[src/rtl/mux_rr_sel_gen.sv]
// -----------------------------------------------------------------------------
// mux_rr_sel_gen
//
// Round-robin select generator for the mux_16x1 datapath stage. Arbitrates
// among DEPTH channel requests and holds the winning select for a burst of
// (burst_len + 1) beats accepted over a valid/ready handshake. When a burst
// ends and another request is pending, the next grant is loaded on the same
// edge, so there is no bubble on s_valid.
//
// Optional feature macro: MUX_SEL_PRIO0_EN
//   When defined, channel 0 wins every arbitration it requests, and finishing
//   a channel-0 burst leaves the rotation pointer untouched.
//
// Parameters
//   DEPTH     number of mux channels (2..16)
//   SEL_W     select width, must equal $clog2(DEPTH)
//   BURST_W   width of the burst-length input
//
// Ports
//   clk        in   system clock, rising edge
//   rst        in   asynchronous active-high reset
//   en         in   arbitration enable
//   req        in   per-channel request bits [DEPTH-1:0]
//   burst_len  in   beats per grant minus one, sampled at grant time
//   ready      in   consumer accepts the current beat
//   s          out  mux select (index of granted channel)
//   s_valid    out  s is valid and a beat is offered
//   grant      out  one-hot grant, zero when idle
//   busy       out  high while a burst is in progress
// -----------------------------------------------------------------------------
module mux_rr_sel_gen #(
  parameter int DEPTH   = 16,
  parameter int SEL_W   = 4,
  parameter int BURST_W = 4
) (
  input  logic               clk,
  input  logic               rst,
  input  logic               en,
  input  logic [DEPTH-1:0]   req,
  input  logic [BURST_W-1:0] burst_len,
  input  logic               ready,
  output logic [SEL_W-1:0]   s,
  output logic               s_valid,
  output logic [DEPTH-1:0]   grant,
  output logic               busy
);

  typedef enum logic {
    ST_IDLE = 1'b0,
    ST_HOLD = 1'b1
  } state_t;

  state_t             r_state;
  state_t             w_state_nxt;
  logic [SEL_W-1:0]   r_ptr;
  logic [SEL_W-1:0]   w_ptr_nxt;
  logic [BURST_W-1:0] r_cnt;
  logic [BURST_W-1:0] w_cnt_nxt;
  logic [SEL_W-1:0]   r_s;
  logic [SEL_W-1:0]   w_s_nxt;
  logic [DEPTH-1:0]   r_grant;
  logic [DEPTH-1:0]   w_grant_nxt;

  logic               w_accept;
  logic               w_arb_req;
  logic [SEL_W-1:0]   w_rot_ptr;
  logic [SEL_W-1:0]   w_arb_base;
  logic [SEL_W-1:0]   w_pick;
  logic [DEPTH-1:0]   w_pick_onehot;

  // First set request bit scanning base, base+1, ..., DEPTH-1, 0, ..., base-1.
  // base is always < DEPTH, so the winner can never be an out-of-range index.
  function automatic logic [SEL_W-1:0] rr_pick(input logic [DEPTH-1:0] r,
                                               input logic [SEL_W-1:0] base);
    logic [SEL_W-1:0] pick;
    logic             found;
    int               idx;
    pick  = '0;
    found = 1'b0;
    for (int i = 0; i < DEPTH; i++) begin
      idx = int'(base) + i;
      if (idx >= DEPTH) idx = idx - DEPTH;
      if (!found && r[idx]) begin
        pick  = SEL_W'(idx);
        found = 1'b1;
      end
    end
`ifdef MUX_SEL_PRIO0_EN
    if (r[0]) pick = '0;
`endif
    return pick;
  endfunction

  assign w_accept  = (r_state == ST_HOLD) && ready;
  assign w_arb_req = en && (|req);

  // Pointer after the current burst finishes: one past the granted channel,
  // wrapping at DEPTH-1 rather than at 2^SEL_W-1.
`ifdef MUX_SEL_PRIO0_EN
  assign w_rot_ptr = (r_s == '0) ? r_ptr :
                     (r_s == SEL_W'(DEPTH - 1)) ? '0 : r_s + SEL_W'(1);
`else
  assign w_rot_ptr = (r_s == SEL_W'(DEPTH - 1)) ? '0 : r_s + SEL_W'(1);
`endif

  // In HOLD the only arbitration edge is the last accepted beat, which must
  // search from the already-advanced pointer.
  assign w_arb_base    = (r_state == ST_HOLD) ? w_rot_ptr : r_ptr;
  assign w_pick        = rr_pick(req, w_arb_base);
  assign w_pick_onehot = DEPTH'(1) << w_pick;

  // NOTE: every output of this block gets a default before the case so that
  // no path leaves a variable unassigned, which would infer a latch.
  always_comb begin
    w_state_nxt = r_state;
    w_ptr_nxt   = r_ptr;
    w_cnt_nxt   = r_cnt;
    w_s_nxt     = r_s;
    w_grant_nxt = r_grant;

    unique case (r_state)
      ST_IDLE: begin
        if (w_arb_req) begin
          w_state_nxt = ST_HOLD;
          w_s_nxt     = w_pick;
          w_grant_nxt = w_pick_onehot;
          w_cnt_nxt   = burst_len;
        end
      end
      ST_HOLD: begin
        if (w_accept) begin
          if (r_cnt != '0) begin
            w_cnt_nxt = r_cnt - BURST_W'(1);
          end else begin
            w_ptr_nxt = w_rot_ptr;
            if (w_arb_req) begin
              w_s_nxt     = w_pick;
              w_grant_nxt = w_pick_onehot;
              w_cnt_nxt   = burst_len;
            end else begin
              // s deliberately keeps its last value in IDLE.
              w_state_nxt = ST_IDLE;
              w_grant_nxt = '0;
            end
          end
        end
      end
      default: begin
        w_state_nxt = ST_IDLE;
        w_grant_nxt = '0;
      end
    endcase
  end

  // NOTE: state registers use non-blocking assignments so every register
  // samples the pre-edge values computed above, independent of order.
  always_ff @(posedge clk or posedge rst) begin
    if (rst) begin
      r_state <= ST_IDLE;
      r_ptr   <= '0;
      r_cnt   <= '0;
      r_s     <= '0;
      r_grant <= '0;
    end else begin
      r_state <= w_state_nxt;
      r_ptr   <= w_ptr_nxt;
      r_cnt   <= w_cnt_nxt;
      r_s     <= w_s_nxt;
      r_grant <= w_grant_nxt;
    end
  end

  assign s       = r_s;
  assign grant   = r_grant;
  assign s_valid = (r_state == ST_HOLD);
  assign busy    = (r_state == ST_HOLD);

endmodule

[config.mk]
export PLATFORM = sky130hd
export DESIGN_NAME = mux_rr_sel_gen
export DESIGN_NICKNAME = d
export VERILOG_FILES = /design/src/rtl/mux_rr_sel_gen.sv
export SDC_FILE = /design/constraint.sdc
export NUM_CORES = 1
export LEC_CHECK = 0
export CAP_MARGIN = 20
export CORE_AREA = 2 2 87 89
export CTS_BUF_LIST = sky130_fd_sc_hd__clkbuf_4 sky130_fd_sc_hd__clkbuf_8
export CTS_CLUSTER_SIZE = 12
export DETAILED_ROUTE_END_ITERATION = 7
export DIE_AREA = 0 0 89 91
export PLACE_DENSITY = 0.73
export SYNTH_ARGS = -nofsm -noshare
export SYNTH_HDL_FRONTEND = slang
export SYNTH_SLANG_ARGS = --single-unit
export TNS_END_PERCENT = 100
[constraint.sdc]
create_clock -name clk -period 12.31 [get_ports clk]
set_clock_uncertainty 0.15 [all_clocks]
set_input_delay 2.462 -clock clk [delete_from_list [all_inputs] [get_ports clk]]
set_output_delay 2.462 -clock clk [all_outputs]
set_load 0.005 [all_outputs]
# Word level (Yosys, flattened, before mapping)
# Index checks and enable logic that the tools add are counted.
# totals
input_bits	24
output_inout_bits	22
word_cells	228
reg_bits	29
# classes
magnitude_cmp	32
n_addsub	33
bitwise_logic	2
n_reduce_logical	37
eq_ne	4
n_mux	114
shift	1
# op_table
operator	count
< comparator 32 x 6 -> 1 bit, second input constant	16
2-to-1 mux 32 bit	16
2-to-1 mux 4 bit	24
subtractor 5 x 5 -> 6 bit, second input constant	15
greater-or-equal comparator 5 bit, second input constant	15
binary-select mux 1 bit (select 4 bit)	16
2-to-1 mux 16 bit	4
2-to-1 mux 1 bit	50
adder 4 x 4 -> 5 bit, second input constant	8
case mux 16 bit (2 select lines)	1
adder 4 x 3 -> 5 bit, second input constant	4
logical AND 1 bit	17
case mux 4 bit (2 select lines)	2
OR reduction 16 bit	1
<< shifter 1 x 4 -> 16 bit, first input constant	1
logical NOT 1 bit	15
adder 4 x 2 -> 5 bit, second input constant	2
AND reduction 3 bit	2
subtractor 4 x 5 -> 6 bit, second input constant	1
adder 4 x 1 -> 5 bit, second input constant	1
greater-or-equal comparator 4 x 5 -> 1 bit, second input constant	1
adder 4 x 1 -> 4 bit, second input constant	1
== test 4 bit, second input constant	1
!= test 2 bit, second input constant	2
6 further kinds	7

# Logic depth before layout (Yosys ltp)
# Gate-level depths: netlist of the first run.
# logic_depth
word_depth	59
depth_mapped	18
ltp_nobuf	14

# Worst setup path before layout of the first run
# Ideal clock, no wire load.
# synth_timing
path_type	input -> register
startpoint	input port req[13]
endpoint	register r_grant[12], in the netlist grant[12]
stages	9
required_time_ps	12050
t_arrival_ps	5249
path_slack_ps	6801
setup_ps	110
n_path_buf	0
cell_sequence	mux4_2 > mux2i_1 > mux2i_1 > or4b_1 > a21oi_1 > nor4_1 > o221a_1 > a311o_1 > o41ai_1
# synth_between
elab_chain_cells	54
word_cells_on_any_way	119
cone_classes	1 x eq/ne; 1 x shift; 84 x mux; 33 x reduce/logical
# synth_rtl
item	line_no	text
from (decl)	39	input logic [DEPTH-1:0] req,
binary-select mux 1 bit (select 4 bit)	83	if (!found && r[idx]) begin
2-to-1 mux 1 bit (implied by the code) (2 in series)	83	
2-to-1 mux 1 bit	83	
logical NOT 1 bit	83	
logical AND 1 bit	83	
2-to-1 mux 1 bit	83	
logical NOT 1 bit	83	
logical AND 1 bit	83	
[... 37 more ...]	--	
logical NOT 1 bit	83	
logical AND 1 bit	83	
2-to-1 mux 4 bit	83	
<< shifter 1 x 4 -> 16 bit	110	assign w_pick_onehot = DEPTH'(1) << w_pick;
2-to-1 mux 16 bit	136	if (w_arb_req) begin
2-to-1 mux 16 bit	132	if (r_cnt != '0) begin
2-to-1 mux 16 bit	131	if (w_accept) begin
case mux 16 bit (2 select lines)	121	unique case (r_state)
to (signal assigned)	169	r_grant <= w_grant_nxt;
to (decl)	61	logic [DEPTH-1:0] r_grant;
# Several ways; a longest one is shown, not always the timed one. The select of a mux whose other input is x is not followed.
# A chain may end at the register's enable or synchronous reset.

# Worst setup path after layout of the first run
# layout_timing
startpoint	input port req[13]
endpoint	register r_grant[13], in the netlist grant[13]
# Same word-level chain as after synthesis.

==> out/results.ini, run 1 <==
[logic_synthesis]
netlist_area_sq_um=3490
synth_flop_cell=dfrtp_1
synth-seq-cells=29
synth_area_leaders=dfrtp_1 21%, mux4_2 13%, mux2i_1 8.3%
synth_edf_count=0
yosysTopAreaCell=dfrtp_1
syn_avg_cell_area_sq_um=9.03
yosysTopAreaCellShare_pct=20.8
ys_seq_area_share_pct=20.8
async_reset_ff_share_pct=100
ys.warnings.count=0
syn_inst=386
syn_nets=419
synth_cell_types=70

[die]
rows=31
start_util_pct=48.8
dieArea_sq_um=8100
boundaryPins=46
core_sq_um=7140
die_w_microns=89
die-height_microns=91

[setup_path]
cpMostUsedCell=mux2i_1
rrSetupSlack_ps=6190
cp_max_fo=9
cpMaxStageDelayCell=o311ai_0
worstSetupPathDepth=9
worstPathRequired_ps=12310
arrival_ps=6520
critPathTopFamily=compound AO/OA/AOI/OAI gates
worstSetupEndpoint=grant[13]
reg2regPathDepth=11
crit_buf_inv=1
r2r_start=busy
r2r-end=grant[13]
critPathCaptureType=register
setup.worst_path.class=in2reg
worstPathCellList=clkdlybuf4s50_1, mux4_2, mux2i_1, mux2i_1, nor4b_4, nand3_1, o311ai_0, a21oi_1, o41ai_1
crit_path_start_kind=input pin
crit_path_start=req[13]
critical_path.max_stage_delay_ps=620

[sta]
tns_ps=0
slew_viol_final=0
period_share_pct=53.0
slew_headroom_pct=35.4
final_hold_viol_count=0
maxClockFrequency_mhz=153
hold_ws_ps=325
setup_violations=0
rsz0062_at_grt=false
period_needed_ps=6520
worst_pin_slew_ps=965

[global_route]
grt_start_max_net_pins=30
grt_pass1_wl_microns=15800
antenna_found_initial=0
track_usage_pct=24.1
grt_pass1_vias=3136
grt.overflow.total=0

[cells_and_area]
diodes=0
syn2layout_area_growth_pct=17.9
final_common_cell=clkdlybuf4s50_1
drive_gt1_share_pct=13.4
layout.cells.most_common_list=45 x clkdlybuf4s50_1, 42 x nand2_1, 33 x nor2_1
fin_nets=456
fin_area_sq_um=4110

[detailed_routing]
viasPerCell=6.41
wirelength_microns=9450
drc=0
first_pass_iters=5
drtAntennaViolNets=0
wl_per_cell_microns=18.1
drt-initial-drc-count=333
vias=3350

[cts]
cts.sinks=29
htree_levels=2
cts_resized=0
cts_hold_buf=0
clockBufferDepth=2
cts_root_buf=clkbuf_8
clk_pin_slew_ps=60
cts_buffers=5
cts_setup_buffers=0
cts_tree=yes
clk_latency_ps=280

[place]
place.gp.congestion=0.983
port_buffers=45
dpl.hpwl_microns=7100
post_dp_cell_area_sq_um=4000

[status]
status=complete, no violations

[min_path]
hold_class=reg2reg
hold_depth=2

[flow_run]
maxCapViolCount=0

cell families (layout without fill, tap and decap cells):
family                     Yosys count  after routing  share of synthesized area, %
and+or+nand+nor                    133            133                          19.0
AOI/OAI and AO/OA                  105            105                          21.6
xor gates and xnor gates            12             12                          3.98
DFF                                 29             29                          20.8
adders and majority gates            9              9                          3.23
muxes                               64             64                          27.4
buffers and inverters               34             72                          3.98
Yosys cell counts, types with 3 or more instances:
cell type / instances
o21a_1: 3
or3_1: 3
mux2i_1: 29
nor4_1: 9
o311ai_0: 5
nand2b_1: 6
and3_1: 4
buf_2: 3
nand2_1: 42
o211ai_1: 4
mux4_2: 20
o41ai_1: 16
nor2b_1: 5
clkbuf_1: 13
nand3_1: 8
o21ai_0: 13
nor2_1: 33
ha_1: 9
inv_1: 13
mux2_2: 10
dfrtp_1: 29
xnor2_1: 8
a31oi_1: 6
nor3_1: 5
a21oi_1: 26
nand4_1: 4
sequential cells by signal (all words and copies together), names as in the netlist:
register / cells
r_ptr: 4
r_cnt: 4
grant: 16
busy: 1
s: 4
area by class of cell:
class                   count  area (sq um)
fillers                   651          3030
inverters                  16          60.1
multi-input cells         323          2620
clock inverters             2          10.0
flip-flops and latches     29           726
clock buffers               6          76.3
well taps                  99           124
repair buffers             48           493
how the worst min path moves through the flow:
stage                         from  endpoint  slack (ps)
after floorplan           r_cnt[0]  r_cnt[0]         320
after global placement    grant[5]  grant[5]         310
after detailed placement  grant[5]  grant[5]         310
after CTS                 grant[7]  grant[7]         330
after global routing      grant[7]  grant[7]         330
final                     grant[5]  grant[5]         320
through the flow:
step           worst slack, ps  util (%)  instances
6_report                  5790      57.6        523
2_1_floorplan             6800         -        386
3_5_place_dp              5630      56.0        514
5_1_grt                   5590      57.6        523
3_3_place_gp              5690      56.0        514
4_1_cts                   5930      57.2        522
worst reg2reg max path: stages, from the launching register on:
cell and delay [ps]:
dfrtp_1 750, mux2i_4 750, inv_2 300, ha_1 380
xnor2_1 630, mux2i_1 530, mux2i_2 290, nor4b_4 500
nand3_1 200, o311ai_0 620, a21oi_1 410, o41ai_1 500
layer usage:
layer / vias up / track usage [%] / wire [microns]
met2: 136 / 39.1 / 4590
met5: - / 0 / 0
met3: 13 / 3.82 / 531
li1: 1589 / - / -
met1: 1612 / 34.5 / 4220
met4: 0 / 3.98 / 106
Power of run 1 is left out: the tool's default activity adds up to more than one toggle a clock period on the data nets, which glitch-free logic cannot reach.
==> run 2: changes to the inputs <==
clock period = 6.1 ns   (was 12.31 ns; I/O delays follow)
==> out/results.ini, run 2 (synthesized netlist as in run 1, its figures left out) <==
[cells_and_area]
drive_gt1_share_pct=15.4  ; +2.0 points
fin_nets=466  ; +2.2%
syn2layout_area_growth_pct=20.1
largest_reg_flops=16  ; unchanged
final_common_cell=clkdlybuf4s50_1
n_fill_cell=622  ; -4.5%
fin_area_sq_um=4190  ; +1.8%
diodes=0  ; unchanged
layout.cells.most_common_list=45 x clkdlybuf4s50_1, 42 x nand2_1, 33 x nor2_1

[cts]
clk_pin_slew_ps=70  ; about the same
cts_setup_buffers=0  ; unchanged
cts.sinks=29  ; unchanged
cts_resized=0  ; unchanged
cts_root_buf=clkbuf_8
htree_levels=2  ; unchanged
clockBufferDepth=2  ; unchanged
cts_hold_buf=0  ; unchanged
cts_tree=yes
clk_latency_ps=280  ; about the same
cts_buffers=5  ; unchanged

[sta]
period_share_pct=90.4
period_needed_ps=5510
slew_viol_final=0  ; unchanged
rsz0062_at_grt=false
worst_pin_slew_ps=1050  ; +81.9 ps
setup_violations=0  ; unchanged
tns_ps=0  ; unchanged
final_hold_viol_count=0  ; unchanged
slew_headroom_pct=29.9  ; -5.5 points
maxClockFrequency_mhz=181

[setup_path]
cp_max_fo=17  ; +8
critPathCaptureType=register
rrSetupSlack_ps=590  ; -5600 ps
r2r_start=busy
setup.worst_path.class=reg2reg
reg2regPathDepth=12  ; +1
r2r-end=grant[1]
arrival_ps=5530  ; -990 ps
worstPathRequired_ps=6110  ; -6200 ps
worstSetupEndpoint=grant[1]
crit_path_start=busy
crit_path_start_kind=register

[place]
place.gp.congestion=0.939  ; -4.5%
post_dp_cell_area_sq_um=4070  ; +1.9%
dpl.hpwl_microns=7580  ; +6.8%
port_buffers=45  ; unchanged

[global_route]
antenna_found_initial=0  ; unchanged
track_usage_pct=25.9  ; +1.8 points
grt_pass1_wl_microns=16600  ; +5.6%
grt.overflow.total=0  ; unchanged
grt_pass1_vias=3282  ; +4.7%
grt_start_max_net_pins=30  ; unchanged

[detailed_routing]
drt-initial-drc-count=415  ; +25%
wl_per_cell_microns=19.1  ; +5.8%
viasPerCell=6.52  ; +1.7%
first_pass_iters=5  ; unchanged
drtAntennaViolNets=0  ; unchanged
wirelength_microns=10200  ; +7.8%
vias=3473  ; +3.7%
drc=0  ; unchanged

[die]
core_sq_um=7140  ; unchanged
dieArea_sq_um=8100  ; unchanged
rows=31  ; unchanged
boundaryPins=46  ; unchanged
die_w_microns=89  ; unchanged
die-height_microns=91  ; unchanged
start_util_pct=48.8  ; unchanged

[min_path]
hold_class=reg2reg

[status]
status=complete, no violations

[flow_run]
maxCapViolCount=0  ; unchanged

-- run 2: per-stage QoR --
step	util [%]	hold slack [ps]	worst slack [ps]	instances
2_1_floorplan	-	316	1290	386
3_3_place_gp	57.0	318	748	524
3_5_place_dp	57.0	310	684	524
4_1_cts	58.3	327	663	532
5_1_grt	58.6	353	229	533
6_report	58.6	321	588	533
-- run 2: how the worst min path moves through the flow --
stage / cells after the start / from / end / slack (ps)
finish: 2 / grant[6] / grant[6] / 320
global route: 2 / grant[7] / grant[7] / 350
CTS: 2 / grant[6] / grant[6] / 330
detailed placement: 2 / grant[3] / grant[3] / 310
global placement: 2 / grant[7] / grant[7] / 320
floorplan: 1 / r_cnt[0] / r_cnt[0] / 320
-- run 2: cell type report --
type	count	area (sq um)	area share, %
sequential	29	726	17.3
multi-input combinational	323	2620	62.6
timing repair buffer	58	568	13.6
clock buffer	5	68.8	1.64
clock inverter	3	17.5	0.419
inverter	16	60.1	1.43
tap	99	124	2.96
-- run 2: worst max-delay path, cell delays in order, from the launching register on --
cell and delay [ps]:
dfrtp_1 740, mux2i_1 250, buf_4 250, inv_1 230, ha_1 340, xnor2_1 610
mux2i_1 500, mux2i_1 330, or3_1 430, o32a_1 400, o221a_1 280, a311o_1 470
o41ai_1 420
-- run 2: metal layers --
layer,global-route usage (%),vias to the layer above,wire length (microns)
met2,39.6,154,4900
li1,-,1603,-
met4,6.47,0,197
met1,38.2,1700,4500
met3,4.00,16,587
met5,0,-,0
Power of run 2 is left out for the same reason.
==> run 3: changes to the inputs <==
CORE_AREA = 2 2 81 83   (was 2 2 87 89)
DIE_AREA = 0 0 83 85   (was 0 0 89 91)
PLACE_DENSITY = 0.83   (was 0.73)
==> out/results.ini, run 3 (synthesized netlist as in run 1, its figures left out) <==
[status]
status=complete, no violations

[cells_and_area]
final_cell_count_no_fill=506  ; -5.1%
syn2layout_area_growth_pct=19.5
fin_util_pct=67.1  ; +8.5 points
fin_area_sq_um=4170  ; -0.48%
diodes=0  ; unchanged
final_common_cell=clkdlybuf4s50_1
largest_reg_flops=16  ; unchanged
layout.cells.most_common_list=45 x clkdlybuf4s50_1, 42 x nand2_1, 33 x nor2_1
n_fill_cell=475  ; -24%
fin_nets=461  ; -1.1%
drive_gt1_share_pct=14.5  ; -0.99 points

[sta]
maxClockFrequency_mhz=177  ; -2.5%
worst_pin_slew_ps=982  ; -65.0 ps
final_hold_viol_count=0  ; unchanged
setup_violations=0  ; unchanged
rsz0062_at_grt=false
slew_headroom_pct=34.3  ; +4.3 points
period_share_pct=92.6  ; +2.3 points
period_needed_ps=5650  ; +140 ps
tns_ps=0  ; unchanged
slew_viol_final=0  ; unchanged

[global_route]
use_met1_pct=39.0  ; +0.79 points
grt-busiest-layer=met2
grt_pass1_wl_microns=16900  ; +1.8%
grt.overflow.total=0  ; unchanged
antenna_found_initial=0  ; unchanged
grt_start_max_net_pins=30  ; unchanged
grt_pass1_vias=3408  ; +3.8%
use_met3_pct=6.61  ; +2.6 points
grtUsageMet2_pct=48.9  ; +9.3 points
track_usage_pct=29.4  ; +3.5 points

[die]
core_sq_um=6200  ; -13%
start_util_pct=56.2  ; +7.3 points
boundaryPins=46  ; unchanged
die-height_microns=85  ; -6.6%
die_w_microns=83  ; -6.7%
dieArea_sq_um=7060  ; -13%
rows=29  ; -6.5%

[setup_path]
setup.worst_path.class=reg2reg
arrival_ps=5660  ; +130 ps
worstPathRequired_ps=6110  ; about the same
cp_max_fo=18  ; +1
reg2regPathDepth=14  ; +2
critPathCaptureType=register
crit_path_start_kind=register

[detailed_routing]
wl_per_cell_microns=19.9  ; +4.4%
first_pass_iters=7  ; +2
vias=3521  ; +1.4%
drt-initial-drc-count=482  ; +16%
viasPerCell=6.96  ; +6.8%
drc=0  ; unchanged
drtAntennaViolNets=0  ; unchanged
wirelength_microns=10100  ; -0.90%

[place]
dpl.hpwl_microns=7390  ; -2.5%
place.gp.congestion=1.04  ; +10%
post_dp_cell_area_sq_um=4000  ; -1.8%
port_buffers=45  ; unchanged
place_inst=496  ; -5.3%

[cts]
cts.sinks=29  ; unchanged
clk_pin_slew_ps=70  ; about the same
clockBufferDepth=2  ; unchanged
cts_resized=0  ; unchanged
clk_latency_ps=280  ; about the same
cts_tree=yes
htree_levels=2  ; unchanged
cts_buffers=5  ; unchanged
cts_setup_buffers=0  ; unchanged
cts_hold_buf=0  ; unchanged
cts_root_buf=clkbuf_8

[min_path]
hold_depth=2  ; unchanged
hold_class=reg2reg

[flow_run]
maxCapViolCount=0  ; unchanged

==> run 3: changes by cell type in the layout (fill, tap and decap cells not counted), sizes merged <==
cell and delta:
clkinv -1, bufinv +2, buf -5, clkinvlp -1
==> run 3: worst paths after layout <==
kind                              to  slack (ps)  startpoint
min in group asynchronous  grant[14]        1050         rst
min                         grant[1]         330    grant[1]
min reg2reg                 grant[1]         330    grant[1]
max reg2reg                grant[12]         450        s[0]
max in group asynchronous   r_cnt[1]        4330         rst
max                        grant[12]         450        s[0]
==> run 3: final cells by class <==
class | instances | area, sq um | share of cell area [%]
clock buffer | 5 | 68.8 | 1.65
clock inverter | 3 | 65.1 | 1.56
inverter | 16 | 60.1 | 1.44
multi-input combinational | 323 | 2620 | 62.9
sequential | 29 | 726 | 17.4
tap | 77 | 96.3 | 2.31
timing repair buffer | 53 | 528 | 12.7
==> run 3: layer usage <==
metal / vias up / part of all wire, %
li1: 1586 / -
met1: 1680 / 40
met2: 228 / 48
met3: 27 / 9.8
met4: 0 / 2.1
met5: - / 0
==> run 3: worst max-delay path, cell delays in order, from the launching register on <==
cell and delay [ps]:
dfrtp_1 430, ha_1 260, a31oi_1 320, mux2i_4 120, buf_4 230, ha_1 750
mux4_2 440, mux2i_1 350, mux2i_1 360, nor4b_4 590, nand2_2 90, or3_1 360
o221a_1 150, a311o_1 470, o41ai_1 430
==> run 3: metrics by stage <==
stage / setup slack [ps] / hold slack (ps)
finish: 448 / 333
global route: 19.6 / 362
floorplan: 1290 / 316
CTS: 470 / 339
global placement: 715 / 309
detailed placement: 477 / 316
Power of run 3 is left out for the same reason.
